$ cat src/rtl/hc32_tst_pkg.sv
// Shared types and helpers for the HC32 quad OR-gate pin tester.
package hc32_tst_pkg;

    typedef enum logic [2:0] {
        IDLE,
        DRIVE,
        SETTLE,
        SAMPLE,
        DONE
    } state_t;

    localparam int NGATE_DEF = 4;
    localparam int VEC_W     = 2 * NGATE_DEF;

    // Reference OR; callers zero-extend, so one width fits any gate count.
    function automatic logic [31:0] or_ref(input logic [31:0] a, input logic [31:0] b);
        return a | b;
    endfunction

endpackage

$ cat src/rtl/hc32_pin_tester_sync_2ff.sv
// Two-flop synchronizer for the sensed Y pins.
module sync_2ff #(
    parameter int W = 4
) (
    input  logic         clk,
    input  logic         rst_n,
    input  logic [W-1:0] d,
    output logic [W-1:0] q
);

    logic [W-1:0] meta;

    always_ff @(posedge clk or negedge rst_n) begin
        if (!rst_n) begin
            meta <= '0;
            q    <= '0;
        end else begin
            meta <= d;
            q    <= meta;
        end
    end

endmodule

$ cat src/rtl/hc32_pin_tester.sv
// HC32 quad OR-gate pin tester: sweeps all A/B vectors and checks Y = A | B.
// Optional build macro: HC32_TST_STOP_ON_FAIL_EN ends the run at the first mismatch.
module hc32_pin_tester
    import hc32_tst_pkg::*;
#(
    parameter int NGATE      = NGATE_DEF,
    parameter int SETTLE_CYC = 4
) (
    input  logic               clk,
    input  logic               rst_n,
    input  logic               start,
    output logic [NGATE-1:0]   drv_a,
    output logic [NGATE-1:0]   drv_b,
    input  logic [NGATE-1:0]   sns_y,
    output logic               busy,
    output logic               done,
    output logic               pass,
    output logic [2*NGATE:0]   err_cnt,
    output logic [2*NGATE-1:0] fail_vec,
    output logic [NGATE-1:0]   fail_y
);

    localparam int VW = 2 * NGATE;
    localparam int EW = 2 * NGATE + 1;

    localparam logic [VW-1:0] VEC_ONE    = VW'(1);
    localparam logic [EW-1:0] ERR_ONE    = EW'(1);
    localparam logic [7:0]    SETTLE_LDV = 8'(SETTLE_CYC - 1);

    state_t          state;
    state_t          state_nx;
    logic [VW-1:0]   vec;
    logic [7:0]      settle_cnt;
    logic [NGATE-1:0] y_sync;
    logic            mismatch;
    logic            stop_fail;
    logic            run_go;

    sync_2ff #(
        .W(NGATE)
    ) u_sync (
        .clk  (clk),
        .rst_n(rst_n),
        .d    (sns_y),
        .q    (y_sync)
    );

    assign mismatch = (32'(y_sync) != or_ref(32'(drv_a), 32'(drv_b)));

`ifdef HC32_TST_STOP_ON_FAIL_EN
    assign stop_fail = mismatch;
`else
    assign stop_fail = 1'b0;
`endif

    always_ff @(posedge clk or negedge rst_n) begin
        if (!rst_n) state <= IDLE;
        else        state <= state_nx;
    end

    always_comb begin
        state_nx = state;
        run_go   = 1'b0;
        unique case (state)
            IDLE, DONE: begin
                if (start) begin
                    state_nx = DRIVE;
                    run_go   = 1'b1;
                end
            end
            DRIVE:  state_nx = SETTLE;
            SETTLE: if (settle_cnt == 8'd0) state_nx = SAMPLE;
            SAMPLE: begin
                if (stop_fail || (&vec)) state_nx = DONE;
                else                     state_nx = DRIVE;
            end
            default: state_nx = IDLE;
        endcase
    end

    always_ff @(posedge clk or negedge rst_n) begin
        if (!rst_n) begin
            vec        <= '0;
            drv_a      <= '0;
            drv_b      <= '0;
            settle_cnt <= '0;
            err_cnt    <= '0;
            fail_vec   <= '0;
            fail_y     <= '0;
        end else begin
            if (run_go) begin
                vec      <= '0;
                err_cnt  <= '0;
                fail_vec <= '0;
                fail_y   <= '0;
            end
            case (state)
                DRIVE: begin
                    drv_a      <= vec[NGATE-1:0];
                    drv_b      <= vec[VW-1:NGATE];
                    settle_cnt <= SETTLE_LDV;
                end
                SETTLE: begin
                    if (settle_cnt != 8'd0) settle_cnt <= settle_cnt - 8'd1;
                end
                SAMPLE: begin
                    if (mismatch) begin
                        if (err_cnt != '1) err_cnt <= err_cnt + ERR_ONE;
                        // Only the first failing vector is recorded.
                        if (err_cnt == '0) begin
                            fail_vec <= vec;
                            fail_y   <= y_sync;
                        end
                    end
                    if (state_nx == DRIVE) vec <= vec + VEC_ONE;
                end
                DONE: begin
                    drv_a <= '0;
                    drv_b <= '0;
                end
                default: ;
            endcase
        end
    end

    assign busy = (state == DRIVE) || (state == SETTLE) || (state == SAMPLE);
    assign done = (state == DONE);
    assign pass = done && (err_cnt == '0);

endmodule
$ cat config.mk
export PLATFORM = sky130hd
export DESIGN_NAME = hc32_pin_tester
export DESIGN_NICKNAME = d
export VERILOG_FILES = /design/src/rtl/hc32_tst_pkg.sv /design/src/rtl/hc32_pin_tester_sync_2ff.sv /design/src/rtl/hc32_pin_tester.sv
export SDC_FILE = /design/constraint.sdc
export NUM_CORES = 1
export LEC_CHECK = 0
export CORE_MARGIN = 8
export CORE_UTILIZATION = 36
export DETAILED_ROUTE_END_ITERATION = 8
export GPL_ROUTABILITY_DRIVEN = 0
export SYNTH_ARGS = -nofsm -noshare
export SYNTH_HDL_FRONTEND = slang
export SYNTH_SLANG_ARGS = --single-unit
$ cat constraint.sdc
create_clock -name clk -period 3.8 [get_ports clk]
set_input_delay 0.38 -clock clk [delete_from_list [all_inputs] [get_ports clk]]
set_output_delay 0.38 -clock clk [all_outputs]
set_load 0.02 [all_outputs]
======== Word level (Yosys, flattened, before mapping) ========
Cells that the tools add are included.
storage, ports and cells
  bits in registers ....................... 56
  output and inout bits ................... 32
  word-level logic and storage cells ...... 59
operators by class
  add/sub/neg operators ................... 3
  equality and inequality tests ........... 8
  muxes and demuxes ....................... 25
  bitwise gates (word level) .............. 1
  reductions and logical operators ........ 12
operator list
  kind                                                                 number
  8-bit two-way mux                                                    8
  9-bit two-way mux                                                    4
  4-bit two-way mux                                                    4
  4-bit case mux with 2 select lines                                   2
  8-bit case mux with 2 select lines                                   1
  3-bit case mux with 4 select lines                                   1
  9-bit by 1-bit adder with 9-bit output (second input constant)       1
  9-bit logical NOT                                                    1
  3-bit two-way mux                                                    3
  9-bit inequality test (second input constant)                        1
  8-bit by 1-bit adder with 8-bit output (second input constant)       1
  8-bit logical NOT                                                    1
  8-bit AND reduction                                                  1
  8-bit nonzero test                                                   1
  8-bit by 1-bit subtractor with 8-bit output (second input constant)  1
  3-bit by 1-bit == test with 1-bit output (second input constant)     2
  3-bit by 2-bit == test with 1-bit output (second input constant)     2
  4-bit inequality test                                                1
  4-bit bitwise OR                                                     1
  2-bit nonzero test                                                   2
  3-bit == test (second input constant)                                1
  3-bit logical NOT                                                    1
  1-bit logical OR                                                     2
  1-bit two-way mux                                                    2
  other kinds (4)                                                      4

======== Depth between registers and ports, before layout ========
  word-level depth ........................ 7
  mapped depth ............................ 8
  mapped depth without buffers ............ 8

======== Hierarchy ========
From an unflattened synthesis, not the netlist that was laid out.
unflattened totals
  cell total of the unflattened synthesis .. 256
  area, all modules ....................... 2707.6 um^2
modules (own cells, without submodules)
  module           instances  cells an instance  area an instance (um^2)  sequential area each (um^2)
  hc32_pin_tester  1          248                2507.4                   1201.2
  sync_2ff         1          8                  200.2                    200.2

======== Worst setup path before layout ========
No wires, ideal clock.
  path type ............................... register to register
  start point ............................. register err_cnt[0]
  end point ............................... register err_cnt[1]
  setup time .............................. 125 ps
  arrival ................................. 1887 ps
  path slack .............................. 1789 ps
  stages on the path, launching flop included .. 9
  buffers on the path ..................... 0
  period minus slack after synthesis ...... 2011 ps
  path through ............................ dfrtp_1 > ha_1 > nand3_1 > nor2_1 > and3_1 > ha_1 > nor2_1 > o21ai_2 > mux2_2
on the way
  cells in the longest elaborated chain, start to end .. 4
  elaborated cells on any way between the ends .. 5
  classes of those cells .................. add/sub (1); eq/ne (1); mux (3)
RTL lines
  what                                                                                    RTL line                RTL
  start, declared                                                                         hc32_pin_tester.sv:18   output logic [2*NGATE:0] err_cnt,
  start signal, assigned                                                                  hc32_pin_tester.sv:108  if (err_cnt != '1) err_cnt <= err_cnt + ERR_ONE;
  9-bit by 1-bit adder with 9-bit output / 9-bit inequality test (equally long branches)  hc32_pin_tester.sv:108
  9-bit two-way mux (*)                                                                   hc32_pin_tester.sv:108
  9-bit two-way mux (*)                                                                   hc32_pin_tester.sv:107  if (mismatch) begin
  9-bit two-way mux (*)                                                                   hc32_pin_tester.sv:97   case (state)
Every way passes the cells marked *; elsewhere a longest branch is shown, timed or not.
A chain may end at the register's enable or synchronous reset.

======== Worst setup path in the final report ========
  start point ............................. register state[0]
  end point ............................... output pass
on the way
  cells in the longest elaborated chain, start to end .. 2
RTL lines
  what                    RTL line                RTL
  start, declared         hc32_pin_tester.sv:30   state_t state;
  start signal, assigned  hc32_pin_tester.sv:58   else state <= state_nx;
  3-bit == test           hc32_pin_tester.sv:127  assign done = (state == DONE);
  1-bit logical AND       hc32_pin_tester.sv:128  assign pass = done && (err_cnt == '0);
  end, declared           hc32_pin_tester.sv:17   output logic pass,
No other way between the ends.

==> metrics.txt <==
overall power=2029 µW; synthesized flop and latch total=between 50 and 60; Pleak=about 0.0015 µW; sequential fraction of design power=0.440; Peak VDD IR=~0.28 mV; Post-CTS Hold Fix Bufs=0; GRT overflow=0; DRT iter0 DRCs=64; Internal Power=1211 µW; die footprint=approximately 11000 µm²; starting density of the core=0.3669; final wirelength=5929 µm; startpoint type of the worst setup path=flip-flop; sw power=about 800 µW; Post CTS Setup Buffer Count=0; dpl cells=391; Core Area=7607 µm²; vias in the first global route=slightly above 2000; Post-Syn Nets=272; I/O Pins=39; CP endpoint kind=output port; fraction of registers with async set/reset=1.000; Setup WS pre-CTS=1567 ps; Power per Cell Area=613.2 nW/µm²; max cap viols=0; cell taking the most area after synthesis=dfrtp_1; Die H=104.1 µm; min Tclk post-route=2560 ps; Setup violations, final=0; top_reg_cell synth=dfrtp_1; Num CTS Buffers=5; adder-cell share of the synthesized area=0.02241; slowest CP cell=clkdlybuf4s50_1; row cnt=32; Port Buffers=38; PostCTS Resize Cnt=0; Yosys top cell area share=0.5020; initial antenna violation count=0; critical path arrival=2180 ps; Detail Placement HPWL=4300 µm; Max Slew Vio Count=0; clock-pin slew on the worst setup and hold paths=100 ps; ratio of cells with drive above 1 in the final layout=0.07407; DRT antenna net count=0; root buf cell=clkbuf_8; critical path required time=3420 ps; Hold Crit Class=primary input to asynchronous set/reset pin; total negative slack=0 ps; RSZ-0062 raised after global routing=false; crit-path cells=nor2_1, nand2_1, inv_1, and3_1, clkdlybuf4s50_1; Layout area overhead=18.56%; Area contributors post-synth=dfrtp_1 50%, mux2i_1 7.9%, a22o_1 4.4%; part of the power in combinational logic=0.398; outcome=finished, final reports clean; Compound-Gate Fraction of Synth Area=0.1703; Post-synth EDFFs=0; Worst Slack Setup Final=1240 ps; Netlist Area Pre-Place=2791 µm²; drt wl/cell=about 15 µm; clock skew=12.33 ps; Post-Synth XOR/XNOR Area=0.009413; Synth Warn #=0; Syn Inst Count=260; detailed-router iteration count before antenna repair=4; most frequent cells in the layout=56 x dfrtp_1, 37 x clkdlybuf4s50_1, 32 x nand2_1; mux cell area share after synthesis=0.08292; detailed-route DRC error count=0; Slew HR=0.3330; power share of the clock group=0.162; R2R Setup Slk=1650 ps; Net Sw Frac=0.4033; via-per-instance ratio=5.093; worst skew pair latency=310 ps; Avg Cell Area, Syn=10.74 µm²; first-pass GRT wire length=10120 µm; clock buffer depth=2; Nets=308; Cell Count, Final, Fillers Out=399; final cycle utilization of the critical path=0.6737; via count=2032; # H-tree levels=2; Post-Synth Simple-Gate Area=0.1569; largest net degree at the start of global routing=33; share of the yosys chip area belonging to registers=0.5020; largest family of logic cells by synthesized area=compound AO/OA/AOI/OAI gates; total track usage=0.1108; Die W=~100 µm; commonest non-fill, non-tap cell in the layout=dfrtp_1; TritonCTS clock tree=yes; Yosys cell types=47; Worst-Margin Slew=around 1000 ps; ant diodes=0; final hold vios=0; critical path fanouts, max=17; Max Clock Freq=390.6 MHz; clock sinks=56; Crit Path Class=flip-flop to output port; CP max stage delay=~610 ps
[cells in the mapped netlist (2+ instances only)]
cell type	n
o211ai_1	10
buf_6	2
xor2_1	2
nand2b_1	3
nand3_1	10
inv_1	20
a22o_1	14
nor3_1	10
and3_1	3
nor2_1	10
a21oi_1	4
clkbuf_8	2
dfrtp_1	56
o21ai_0	10
o22ai_2	2
mux2i_1	22
nand2_1	32
o21a_1	5
o31ai_1	6
ha_1	5
or4_1	2
buf_4	2
clkbuf_1	3
a22o_2	2
[kinds of logic after synthesis]
logic type / Yosys count
AO/OA/AOI/OAI: 61
XOR/XNOR: 3
adder cells (fa/ha/maj): 5
buffers and inverters: 30
flip-flops: 56
multiplexers: 23
AND/OR/NAND/NOR: 82
[flip-flops by register name (all words and copies together), names as in the netlist]
name         flops
fail_y           4
vec              8
state            3
u_sync.q         4
drv_a            4
u_sync.meta      4
err_cnt          9
drv_b            4
fail_vec         8
settle_cnt       8
[metal layers]
metal | vias up | share of wire | GRT usage
met3 | 7 | 0.044 | 0.03036
met4 | 0 | 0.014 | 0.03930
met2 | 32 | 0.45 | 0.1723
met1 | 988 | 0.49 | 0.1441
met5 | - | 0 | 0
li1 | 1005 | - | -
[area by class of cell]
| class | count | area [µm²] |
|---|---|---|
| Clock buffer | 6 | 72.57 |
| Clock inverter | 2 | 16.27 |
| Fill cell | 738 | 4298 |
| Inverter | 20 | 75.07 |
| Multi-Input combinational cell | 174 | 1234 |
| Sequential cell | 56 | 1401 |
| Tap cell | 102 | 127.6 |
| Timing Repair Buffer | 39 | 382.9 |
[stage by stage]
stage | hold WS, ps | util | instance area [µm²]
after floorplan | 84.41 | - | 2791
after global routing | 86.65 | 0.4350 | 3309
after detailed placement | 336.5 | 0.4234 | 3221
after global placement | 333.1 | 0.4234 | 3221
after CTS | 65.13 | 0.4350 | 3309
final | 47.62 | 0.4350 | 3309
[critical path: cells and delay by family (launching register included)]
family | cells | cell delay [ps]
simple gates | 3 | 570
flops | 1 | 600
buf+inv | 2 | 710
[worst paths after layout]
kind	from	to	cells past startpoint
hold / removal	rst_n	fail_vec[1]$_DFF_PN0_	1
min in group clk	u_sync.meta[1]$_DFF_PN0_	u_sync.q[1]$_DFF_PN0_	0
hold reg to reg	u_sync.meta[1]$_DFF_PN0_	u_sync.q[1]$_DFF_PN0_	0
max in group asynchronous	rst_n	state[0]$_DFF_PN0_	2
setup / recovery	state[0]$_DFF_PN0_	pass	5
setup reg to reg	state[0]$_DFF_PN0_	vec[6]$_DFF_PN0_	4
[power by group through the flow]
stage	logic, µW	clock network [µW]	registers, µW
after floorplan	545	0	918
after global placement	811	0	900
after detailed placement	820	0	906
after CTS	824	345	893
after global routing	905	363	923
final	808	329	892
(Power assumes the default switching activity.)
